<file path="config.mk">
export PLATFORM = sky130hd
export DESIGN_NAME = irq_priority_controller
export DESIGN_NICKNAME = d
export VERILOG_FILES = /design/src/rtl/irq_priority_controller.sv
export SDC_FILE = /design/constraint.sdc
export NUM_CORES = 1
export LEC_CHECK = 0
export CELL_PAD_IN_SITES_DETAIL_PLACEMENT = 1
export CELL_PAD_IN_SITES_GLOBAL_PLACEMENT = 1
export CORE_MARGIN = 10
export CORE_UTILIZATION = 41
export DETAILED_ROUTE_END_ITERATION = 8
export HOLD_SLACK_MARGIN = 0.12
export PLACE_DENSITY_LB_ADDON = 0.1
export SETUP_SLACK_MARGIN = 0.4
export SLEW_MARGIN = 20
export SYNTH_ARGS = -nofsm -noshare
export SYNTH_HDL_FRONTEND = slang
export SYNTH_SLANG_ARGS = --single-unit
</file>
<file path="constraint.sdc">
create_clock -name clock -period 4.8 [get_ports clock]
set_clock_uncertainty 0.1 [all_clocks]
set_input_delay 0.96 -clock clock [delete_from_list [all_inputs] [get_ports clock]]
set_output_delay 0.96 -clock clock [all_outputs]
set_load 0.02 [all_outputs]
</file>
<file path="src/rtl/irq_priority_controller.sv">
// rtl/irq_priority_controller.sv - nested rotating-priority interrupt controller core
module irq_priority_controller #(
  parameter int NUM_IRQ = 8,
  parameter int IDX_W   = $clog2(NUM_IRQ),
  parameter int VEC_W   = 8
) (
  input  logic                   clock,
  input  logic                   reset_n,
  input  logic [NUM_IRQ-1:0]     irq_in,
  input  logic                   level_mode,
  input  logic [VEC_W-IDX_W-1:0] vector_base,
  input  logic                   imr_wr,
  input  logic [NUM_IRQ-1:0]     imr_data,
  input  logic                   auto_eoi,
  input  logic                   rotate_on_aeoi,
  input  logic                   eoi_valid,
  input  logic                   eoi_specific,
  input  logic [IDX_W-1:0]       eoi_id,
  input  logic                   eoi_rotate,
  input  logic                   inta_pulse,
  output logic                   int_out,
  output logic                   vector_valid,
  output logic [VEC_W-1:0]       vector,
  output logic [NUM_IRQ-1:0]     irr,
  output logic [NUM_IRQ-1:0]     isr,
  output logic [NUM_IRQ-1:0]     imr
);

  typedef enum logic {S_IDLE, S_ACK1} state_t;

  state_t             r_state, w_state_nxt;
  logic [NUM_IRQ-1:0] r_irq_q, r_irr, r_isr, r_imr;
  logic [IDX_W-1:0]   r_lowest_ptr, r_ack_id;
  logic               r_spurious, r_int_out, r_vector_valid;
  logic [VEC_W-1:0]   r_vector;

  logic [NUM_IRQ-1:0] w_pend, w_isr_clr, w_isr_set, w_irr_clr, w_irr_nxt, w_isr_nxt;
  logic               w_cand_found, w_svc_found;
  logic [IDX_W-1:0]   w_cand_idx, w_cand_rank, w_svc_idx, w_svc_rank;
  logic [IDX_W-1:0]   w_ptr_nxt, w_ack_id_nxt;
  logic               w_spur_nxt, w_int_nxt, w_vv_nxt;
  logic [VEC_W-1:0]   w_vec_nxt;

  // Line index holding priority rank k; rank 0 is the line just after lowest_ptr.
  function automatic logic [IDX_W-1:0] f_rot(input logic [IDX_W-1:0] ptr, input int k);
    int s;
    s = int'(ptr) + 1 + k;
    if (s >= NUM_IRQ) s = s - NUM_IRQ;
    return IDX_W'(s);
  endfunction

  assign w_pend = r_irr & ~r_imr;

  always_comb begin
    w_cand_found = 1'b0;
    w_cand_idx   = '0;
    w_cand_rank  = '0;
    w_svc_found  = 1'b0;
    w_svc_idx    = '0;
    w_svc_rank   = '0;
    for (int k = 0; k < NUM_IRQ; k++) begin
      if (!w_cand_found && w_pend[f_rot(r_lowest_ptr, k)]) begin
        w_cand_found = 1'b1;
        w_cand_idx   = f_rot(r_lowest_ptr, k);
        w_cand_rank  = IDX_W'(k);
      end
      if (!w_svc_found && r_isr[f_rot(r_lowest_ptr, k)]) begin
        w_svc_found = 1'b1;
        w_svc_idx   = f_rot(r_lowest_ptr, k);
        w_svc_rank  = IDX_W'(k);
      end
    end
  end

  always_comb begin
    w_state_nxt  = r_state;
    w_isr_clr    = '0;
    w_isr_set    = '0;
    w_irr_clr    = '0;
    w_ptr_nxt    = r_lowest_ptr;
    w_ack_id_nxt = r_ack_id;
    w_spur_nxt   = r_spurious;
    w_int_nxt    = 1'b0;
    w_vv_nxt     = 1'b0;
    w_vec_nxt    = r_vector;

    if (eoi_valid) begin
      if (eoi_specific) begin
        if (int'(eoi_id) < NUM_IRQ) begin
          w_isr_clr[eoi_id] = 1'b1;
          if (eoi_rotate) w_ptr_nxt = eoi_id;
        end
      end else if (w_svc_found) begin
        w_isr_clr[w_svc_idx] = 1'b1;
        if (eoi_rotate) w_ptr_nxt = w_svc_idx;
      end
    end

    case (r_state)
      S_IDLE: begin
        if (inta_pulse) begin
          w_state_nxt = S_ACK1;
          if (w_cand_found) begin
            w_ack_id_nxt          = w_cand_idx;
            w_spur_nxt            = 1'b0;
            w_isr_set[w_cand_idx] = 1'b1;
            if (!level_mode) w_irr_clr[w_cand_idx] = 1'b1;
          end else begin
            w_ack_id_nxt = IDX_W'(NUM_IRQ - 1);
            w_spur_nxt   = 1'b1;
          end
        end else begin
          w_int_nxt = w_cand_found && (!w_svc_found || (w_cand_rank < w_svc_rank));
        end
      end
      S_ACK1: begin
        if (inta_pulse) begin
          w_state_nxt = S_IDLE;
          w_vv_nxt    = 1'b1;
          w_vec_nxt   = {vector_base, r_ack_id};
          if (auto_eoi && !r_spurious) begin
            w_isr_clr[r_ack_id] = 1'b1;
            if (rotate_on_aeoi) w_ptr_nxt = r_ack_id;
          end
        end
      end
      default: w_state_nxt = S_IDLE;
    endcase
  end

  // EOI clears land before the acknowledge set, so a same-bit collision leaves it set.
  assign w_isr_nxt = (r_isr & ~w_isr_clr) | w_isr_set;
  assign w_irr_nxt = level_mode ? irq_in : ((r_irr | (irq_in & ~r_irq_q)) & ~w_irr_clr);

  always_ff @(posedge clock) begin
    if (!reset_n) begin
      r_state        <= S_IDLE;
      r_irq_q        <= '0;
      r_irr          <= '0;
      r_isr          <= '0;
      r_imr          <= '1;
      r_lowest_ptr   <= IDX_W'(NUM_IRQ - 1);
      r_ack_id       <= '0;
      r_spurious     <= 1'b0;
      r_int_out      <= 1'b0;
      r_vector_valid <= 1'b0;
      r_vector       <= '0;
    end else begin
      r_state        <= w_state_nxt;
      r_irq_q        <= irq_in;
      r_irr          <= w_irr_nxt;
      r_isr          <= w_isr_nxt;
      if (imr_wr) r_imr <= imr_data;
      r_lowest_ptr   <= w_ptr_nxt;
      r_ack_id       <= w_ack_id_nxt;
      r_spurious     <= w_spur_nxt;
      r_int_out      <= w_int_nxt;
      r_vector_valid <= w_vv_nxt;
      r_vector       <= w_vec_nxt;
    end
  end

  assign int_out      = r_int_out;
  assign vector_valid = r_vector_valid;
  assign vector       = r_vector;
  assign irr          = r_irr;
  assign isr          = r_isr;
  assign imr          = r_imr;

endmodule

</file>
# == After elaboration in Yosys (flattened, before gate mapping) ==
# Index checks and enable logic that the tools add are counted.
# classes
magnitude_cmp,25
n_eq_ne,0
mux,122
reduce_logical,41
bitwise_logic,13
add_sub_neg,16
n_mul,0
n_shift,0
n_div,0
# op_table
operator,count
$mux W3,46
$mux W8,14
$bmux W1 S3,16
$lt A3 B4 Y1 const B,12
$mux W1,41
$ge A5 B4 Y1 const B,7
$and A8 B8 Y8,4
$not A8 Y8,4
$or A8 B8 Y8,3
$sub A3 B1 Y3 const B,8
$add A4 B3 Y5 const B,4
$logic_and A1 B1 Y1,20
$logic_not A1 Y1,16
$demux W1 S3,4
$ge A3 B1 Y1 const B,4
$add A4 B2 Y5 const B,2
$reduce_and A2 Y1,3
$add A4 B1 Y5 const B,1
$add A3 B1 Y4 const B,1
$ge A4 B4 Y1 const B,1
$lt A3 B3 Y1,1
$reduce_or A3 Y1,1
$not A1 Y1,2
$pmux W1 S2,1
$logic_or A1 B1 Y1,1
# word_totals
mem_bits_rw,0
ff_bits,50
latchBits,0
word_cells,228
mem_bits_ro,0
input_bits,34
n_memories,0

# == Logic depth before layout (Yosys ltp) ==
# Gate-level depths: netlist (run 1).
# depth
word_depth,41
mapped_depth,17
ltp_nobuf,11

# == Worst setup path after synthesis (run 1) ==
# OpenSTA, ideal clock, no wires.
# synth_path
kind,register to register
startpoint,reg r_lowest_ptr[0]
endpoint,reg r_isr[3] (netlist: isr[3])
arrival_time_ps,3308
setup_slack_ps,1277
setup_ps,116
path_buffers,4
stages_incl_launch_ff,16
synth_period_minus_slack_ps,3523
cell_sequence,dfxtp_1 buf_6 inv_2 buf_6 ha_1 buf_4 inv_1 buf_2 mux4_2 mux2_2 o211ai_4 nor4_1 a311o_2 nor4_2 a21oi_1 a31o_1
# synth_between
elab_chain_len,41
# synth_lines
element,line,source
"start, declared",33,"logic [IDX_W-1:0] r_lowest_ptr, r_ack_id;"
"start signal, assigned",142,r_lowest_ptr <= IDX_W'(NUM_IRQ - 1);
"start signal, assigned",154,r_lowest_ptr <= w_ptr_nxt;
$add A3 B1 Y4 (*),47,s = int'(ptr) + 1 + k;
branches (longest 39 deep; another with $add A4 B1 Y5),n/a,
$or A8 B8 Y8 (*),132,assign w_isr_nxt = (r_isr & ~w_isr_clr) | w_isr_set;
"end signal, assigned",152,r_isr <= w_isr_nxt;
"end, declared",32,"logic [NUM_IRQ-1:0] r_irq_q, r_irr, r_isr, r_imr;"
# Every way passes the cells marked *. The select of a mux whose other input is x is not followed.
# A chain may end at the register's enable or synchronous reset.

# == Final worst setup path (run 1) ==
# layout_path
startpoint,reg r_lowest_ptr[0]
endpoint,reg r_isr[7] (netlist: isr[7])
# Same word-level chain as after synthesis.

==> results.py, run 1 <==
metrics = {
    "clocking": {
        "hold_buffers": 0,
        "clockRootBuffer": "clkbuf_8",
        "h-tree-depth": 2,
        "cts_inserted_buffers": 5,
        "cts-resized-gates": 0,
        "numClockSinks": 50,
        "post_cts.repair.setup_buffers": 0,
        "clock_tree.buffer_depth": 2,
        "cts_tree": "done",
        "worst_setup_hold_path_clk_slew_ps": 90,
        "clock_latency_ps": 310,
    },
    "synthesis": {
        "async_flop_share_pct": 0,
        "yosys_most_used_dff": "dfxtp_1",
        "synth_area_in_compound_gates_pct": 24.4,
        "synth.distinct_cells": 79,
        "muxShareOfSynthArea_pct": 17.7,
        "yosys.area.top_type_share_pct": 22.6,
        "synth_simple_gate_area_share_pct": 25.0,
        "synthTopCellsByArea": "dfxtp_1 (23%), mux4_2 (9.7%), mux2i_1 (5.6%), nand2_1 (5.2%), o21ai_0 (4.7%)",
        "top_cell_type_by_total_area_after_synthesis": "dfxtp_1",
        "synth_top_family_by_area": "simple AND/OR/NAND/NOR gates",
        "post_synthesis_net_count": 587,
        "ys_warn_count": 0,
        "yosys.area_share.adder_pct": 1.69,
        "post_synth_instance_area_um2": 4430,
        "ys_seq_elements": 50,
        "post_synth_xor_area_fraction_pct": 1.98,
        "top_cells_by_instance_count_after_synthesis": "nand2_1 (61), dfxtp_1 (50), o21ai_0 (42)",
        "netlist_instances": 547,
        "synth_edf_count": 0,
        "sequential_element_share_of_the_synthesized_area_pct": 22.6,
        "syn_avg_cell_area_um2": 8.10,
        "yosys.cell_count.top_type": "nand2_1",
    },
    "placement": {
        "placement.io_buffers": 67,
        "dpl.hpwl_um": 11800,
        "gp_routability_congestion": 0.883,
    },
    "critical_path": {
        "setup.worst_path.start_class": "flop",
        "worst_path_max_delay_cell": "o311ai_1",
        "worst_setup_path_end_kind": "flop",
        "timing.critical_path.cells": "inv_2 -> ha_1 -> buf_4 -> buf_4 -> mux4_2 -> mux2i_1 -> o211a_1 -> nor3_1 -> a21oi_1 -> nor2_1 -> o311ai_1 -> a31oi_1 -> a31o_1",
        "critical_path.max_fanout": 30,
        "cp.arrival_ps": 4080,
        "timing.setup.critical_path_class": "reg -> reg",
        "slowest_delay_ps": 620,
        "critical_path.most_common_cell": "buf_4",
        "worst-r2r-setup-slack_ps": 830,
        "critPathRequiredTime_ps": 4910,
    },
    "run": {
        "drv_cap": 0,
    },
    "global_routing": {
        "grt_first_pass_wirelength_um": 25100,
        "number_of_global_route_vias_before_repair": 4556,
        "overflow": 0,
        "largest_net_degree_at_the_start_of_global_routing": 37,
        "grtUsageTotal_pct": 20.3,
        "antenna_found_initial": 0,
    },
    "layout": {
        "final_layout_size_suffix_gt1_share_pct": 9.85,
        "finalNetCount": 628,
        "diodes": 0,
        "layout-area-overhead-vs-synth_pct": 17.9,
    },
    "detailed_routing": {
        "drt_pre_antenna_iters": 5,
        "vias_after_detailed_routing": 4483,
        "drt-wirelength-per-cell_um": 21.1,
        "drt_first_iter_violations": 392,
        "route.antenna.remaining_nets": 0,
        "drt-total-wl_um": 15300,
        "detail_route.drc_violations": 0,
        "detail_routed_via_count_per_cell": 6.18,
    },
    "sta": {
        "timing.setup.tns_ps": 0,
        "maxClockFrequency_ghz": 0.252,
        "slew_viol_final": 0,
        "worstMarginPinSlew_ps": 1020,
        "setup_viol": 0,
        "period_needed_ps": 3970,
        "hold_violations": 0,
        "grt_setup_unrepaired": "no",
        "worst_slew_margin_rel_pct": 31.9,
        "period_share_pct": 82.8,
    },
    "power_and_ir_drop": {
        "report.power.total_w": 0.00172,
        "max-vdd-ir-drop_uv": 149,
        "leakagePower_nw": 1.94,
        "power-per-cell-area_nw_per_um2": 328,
    },
    "status": {
        "outcome": "finished, final reports clean",
    },
    "hold_path": {
        "min-delay-path-class": "reg -> reg",
    },
    "floorplan": {
        "row_count": 37,
        "die_height_um": 124,
        "design.die.area_um2": 15400,
        "die_width_um": 124,
        "ios": 68,
        "core_area_um2": 10400,
        "initial_utilization_pct": 42.5,
    },
}
[worst max-delay path: cells and delay by family (launching register included)]
| family | cells | cell delay (ps) |
|---|---|---|
| AND/OR/NAND/NOR | 2 | 150 |
| multiplexers | 2 | 590 |
| adder cells (fa/ha/maj) | 1 | 330 |
| flip-flops | 1 | 390 |
| AO/OA/AOI/OAI | 5 | 1520 |
| buffers and inverters | 3 | 780 |
[state kept, by name, indices dropped and copies added, names as in the netlist, 3 cells and up]
register	cells
isr	8
r_lowest_ptr	3
r_ack_id	3
imr	8
vector	8
r_irq_q	8
irr	8
[metal layers]
metal	share of wire [%]	vias to the layer above	track usage [%]	wire length [µm]
met1	45	2226	27.0	6870
met3	5.2	18	3.17	796
met4	0.96	0	3.88	147
met2	49	128	34.1	7470
met5	0	-	0	0
li1	-	2111	-	-
[layout make-up]
type	count	area [µm²]
multi-input cells	433	3140
flip-flops and latches	50	1000
clock inverters	1	30.0
well taps	136	170
clock buffers	7	76.3
fillers	1280	5190
inverters	25	93.8
repair buffers	73	716
[power by group]
group          internal [W]  switching (W)  total [W]
registers          0.000448      0.0000573   0.000506
logic              0.000367       0.000543   0.000910
clock network      0.000156       0.000144   0.000300
total              0.000971       0.000744    0.00172
[stage by stage]
| stage | cells | setup slack (ps) | hold slack (ps) | cell area [µm²] | util (%) |
|---|---|---|---|---|---|
| 2_1_floorplan | 547 | 1280 | 383 | 4430 | - |
| 3_3_place_gp | 717 | 1010 | 396 | 5120 | 49.1 |
| 3_5_place_dp | 717 | 875 | 404 | 5120 | 49.1 |
| 4_1_cts | 725 | 842 | 431 | 5220 | 50.2 |
| 5_1_grt | 725 | 544 | 465 | 5220 | 50.2 |
| 6_report | 725 | 828 | 430 | 5220 | 50.2 |
[path summary, 6_finish.rpt]
kind                            cells past startpoint             endpoint                  startpoint
worst min-delay path                                2  imr[4]$_SDFFE_PN1P_         imr[4]$_SDFFE_PN1P_
worst max-delay path                               13    isr[7]$_SDFF_PN0_  r_lowest_ptr[0]$_SDFF_PN1_
worst max register to register                     13    isr[7]$_SDFF_PN0_  r_lowest_ptr[0]$_SDFF_PN1_
worst min register to register                      2  imr[4]$_SDFFE_PN1P_         imr[4]$_SDFFE_PN1P_
[cells in the final DEF, fill, tap and decap left out, types with 3 or more instances in the layout]
cell type         n
dfxtp_1          50
o22ai_1           4
nor3_1           16
nand3_1           7
nor2b_1          19
nand2_1          61
inv_1            24
or2_1             3
a21oi_1          16
o211a_1           3
a31oi_1          19
mux2i_1          25
clkbuf_8          5
ha_1              6
o311ai_0          3
o311a_1           3
a32o_1            3
and3b_1           3
o21ai_0          42
a211oi_1          8
xnor2_1           3
and2_1           14
o311ai_1          4
mux2_2            8
o21a_1            4
buf_4             6
nand2b_1         18
nor3b_1           6
mux4_2           19
o21ai_1           3
o2111ai_1         7
nand3b_1          3
o211ai_1          7
and3_1            3
nor2_1           41
clkdlybuf4s50_1  67
[logic make-up after synthesis]
logic type	Yosys count
AND/OR/NAND/NOR	213
adder cells (fa/ha/maj)	6
flip-flops	50
AO/OA/AOI/OAI	155
multiplexers	53
XOR/XNOR	6
buffers and inverters	64
Power figures use the tool's default switching activity.
==> run 2, diff against run 1 <==
==> constraint.sdc (replaced) <==
create_clock -name clock -period 4 [get_ports clock]
set_clock_uncertainty 0.1 [all_clocks]
set_input_delay 0.8 -clock clock [delete_from_list [all_inputs] [get_ports clock]]
set_output_delay 0.8 -clock clock [all_outputs]
set_load 0.02 [all_outputs]
==> run 2 against run 1 <==
Combinational power grew 43%. Wire length grew 6.4%. Setup slack lost 380 ps. Utilization grew 3.3 points. Fmax grew 12%. Sequential share of layout area shrank 1.2 points. Global-route usage grew 0.35 points. Via count grew 2.8%. Highest routed layer unchanged.
==> results.py, run 2 (synthesized netlist as in run 1, its figures left out) <==
metrics = {
    "status": {
        "outcome": "finished, final reports clean",
    },
    "critical_path": {
        "worst-r2r-setup-slack_ps": 450,
        "timing.setup.critical_path_class": "reg -> reg",
        "critPathRequiredTime_ps": 4080,
        "worst_setup_path_end_kind": "flop",
        "cp.arrival_ps": 3630,
        "worst_r2r_path_depth": 12,
        "setup.worst_path.start_class": "flop",
        "critical_path.max_fanout": 21,
        "r2r_end": "isr[0]$_SDFF_PN0_",
        "worst_r2r_startpoint": "r_lowest_ptr[0]$_SDFF_PN1_",
    },
    "detailed_routing": {
        "wl_met2_um": 7930,
        "wl_met3_um": 797,
        "drt-wirelength-per-cell_um": 21.7,
        "detail_routed_via_count_per_cell": 6.15,
        "wirelength_met1_um": 7170,
        "routed.top_layer": "met4",
        "drt-total-wl_um": 16300,
        "vias_after_detailed_routing": 4610,
        "detail_route.drc_violations": 0,
        "route.antenna.remaining_nets": 0,
        "drt_first_iter_violations": 333,
        "drt_pre_antenna_iters": 5,
    },
    "clocking": {
        "cts_tree": "done",
        "cts_inserted_buffers": 5,
        "worst_setup_hold_path_clk_slew_ps": 90,
        "h-tree-depth": 2,
        "clock_tree.buffer_depth": 2,
        "numClockSinks": 50,
        "hold_buffers": 0,
        "clockRootBuffer": "clkbuf_8",
        "clock_latency_ps": 310,
    },
    "sta": {
        "slew_viol_final": 0,
        "timing.setup.tns_ps": 0,
        "worst_slew_margin_rel_pct": 56.2,
        "maxClockFrequency_ghz": 0.281,
        "period_needed_ps": 3550,
        "hold_violations": 0,
        "worstMarginPinSlew_ps": 656,
        "grt_setup_unrepaired": "no",
        "setup_viol": 0,
        "period_share_pct": 88.8,
        "timing.final.ws_setup_ps": 447,
    },
    "floorplan": {
        "initial_utilization_pct": 42.5,
        "row_count": 37,
        "core_area_um2": 10400,
        "ios": 68,
        "die_height_um": 124,
        "design.die.area_um2": 15400,
        "die_width_um": 124,
    },
    "layout": {
        "finalNetCount": 653,
        "nFillCells": 1259,
        "layout-area-overhead-vs-synth_pct": 25.6,
        "final_layout_size_suffix_gt1_share_pct": 15.5,
        "mostFrequentLayoutCells": "clkdlybuf4s50_1 (67), nand2_1 (61), dfxtp_1 (49)",
        "final_common_cell": "clkdlybuf4s50_1",
        "diodes": 0,
    },
    "power_and_ir_drop": {
        "pwr-share-clk_pct": 16.1,
        "power-per-cell-area_nw_per_um2": 407,
        "p_switching_w": 0.000972,
        "power.share.combinational_pct": 57.2,
        "max-vdd-ir-drop_uv": 241,
        "switching_share_pct": 42.9,
        "power.internal_w": 0.00130,
        "seq_power_share_pct": 26.7,
        "leakagePower_nw": 2.11,
    },
    "hold_path": {
        "worst_hold_startpoint": "vector[4]$_SDFFE_PN0P_",
        "timing.hold.worst_path_depth": 2,
        "min-delay-path-class": "reg -> reg",
        "endpoint_of_the_worst_hold_timing_path": "vector[4]$_SDFFE_PN0P_",
    },
    "placement": {
        "gp_routability_congestion": 0.922,
        "place_ws_ps": 246,
        "placement.io_buffers": 67,
        "dpl.hpwl_um": 12100,
    },
    "global_routing": {
        "largest_net_degree_at_the_start_of_global_routing": 53,
        "antenna_found_initial": 0,
        "grt_first_pass_wirelength_um": 25400,
        "overflow": 0,
        "number_of_global_route_vias_before_repair": 4670,
        "grtUsageTotal_pct": 20.6,
    },
    "run": {
        "drv_cap": 0,
    },
}
[run 2: area by class of cell]
class                           instances  area, µm²  area share [%]
Inverter                               25       93.8            1.69
Tap cell                              136        170            3.06
Clock buffer                            6       72.6            1.30
Timing Repair Buffer                   98        972            17.5
Multi-Input combinational cell        433       3220            57.8
Clock inverter                          2       37.5           0.674
Sequential cell                        50       1000            18.0
[run 2: worst max path at each step]
| stage | start | endpoint | cells past startpoint | slack, ps |
|---|---|---|---|---|
| finish | r_lowest_ptr[0]$_SDFF_PN1_ | isr[0]$_SDFF_PN0_ | 12 | 450 |
| global route | r_lowest_ptr[0]$_SDFF_PN1_ | isr[1]$_SDFF_PN0_ | 12 | 340 |
| CTS | r_lowest_ptr[0]$_SDFF_PN1_ | isr[1]$_SDFF_PN0_ | 12 | 400 |
| detailed placement | r_lowest_ptr[0]$_SDFF_PN1_ | isr[7]$_SDFF_PN0_ | 11 | 250 |
| global placement | r_lowest_ptr[0]$_SDFF_PN1_ | isr[7]$_SDFF_PN0_ | 11 | 320 |
| floorplan | r_lowest_ptr[0]$_SDFF_PN1_ | isr[3]$_SDFF_PN0_ | 15 | 480 |
[run 2: worst max-delay path, stage by stage, from the launching register on]
cell	delay [ps]
dfxtp_2	430
inv_2	80
ha_4	340
buf_12	180
mux4_2	540
o211ai_1	260
a41oi_1	160
nor2_1	170
nor4_1	70
a311o_2	430
buf_4	170
o31ai_1	360
o21ai_1	120
[run 2: what timing repair did]
item,4_1_cts,5_1_grt
setup buffers,0,7
gates resized for setup,9,9
setup endpoints to repair,7,21
cloned,1,2
pin swaps,0,3
[run 2: routing by layer]
metal	vias to the layer above	track usage (%)
met4	0	4.82
met2	147	35.7
met5	-	0
met3	29	2.90
met1	2279	26.6
li1	2155	-
[run 2: per-stage QoR]
stage               total power, W  utilization [%]  cell area [µm²]  std cells  hold slack, ps
finish                     0.00227             53.4             5570        750             432
detailed placement         0.00178             50.5             5260        732             411
CTS                        0.00219             52.2             5440        741             440
floorplan                  0.00137                -             4430        547             383
global placement           0.00175             50.5             5260        732             396
global route               0.00240             53.4             5570        750             463
[run 2: power by group through the flow]
stage / combinational [W] / sequential [W] / clock [W]
5_1_grt: 0.00140 / 0.000612 / 0.000391
4_1_cts: 0.00121 / 0.000602 / 0.000373
2_1_floorplan: 0.000771 / 0.000601 / 0
6_report: 0.00130 / 0.000605 / 0.000366
3_5_place_dp: 0.00117 / 0.000613 / 0
3_3_place_gp: 0.00114 / 0.000611 / 0
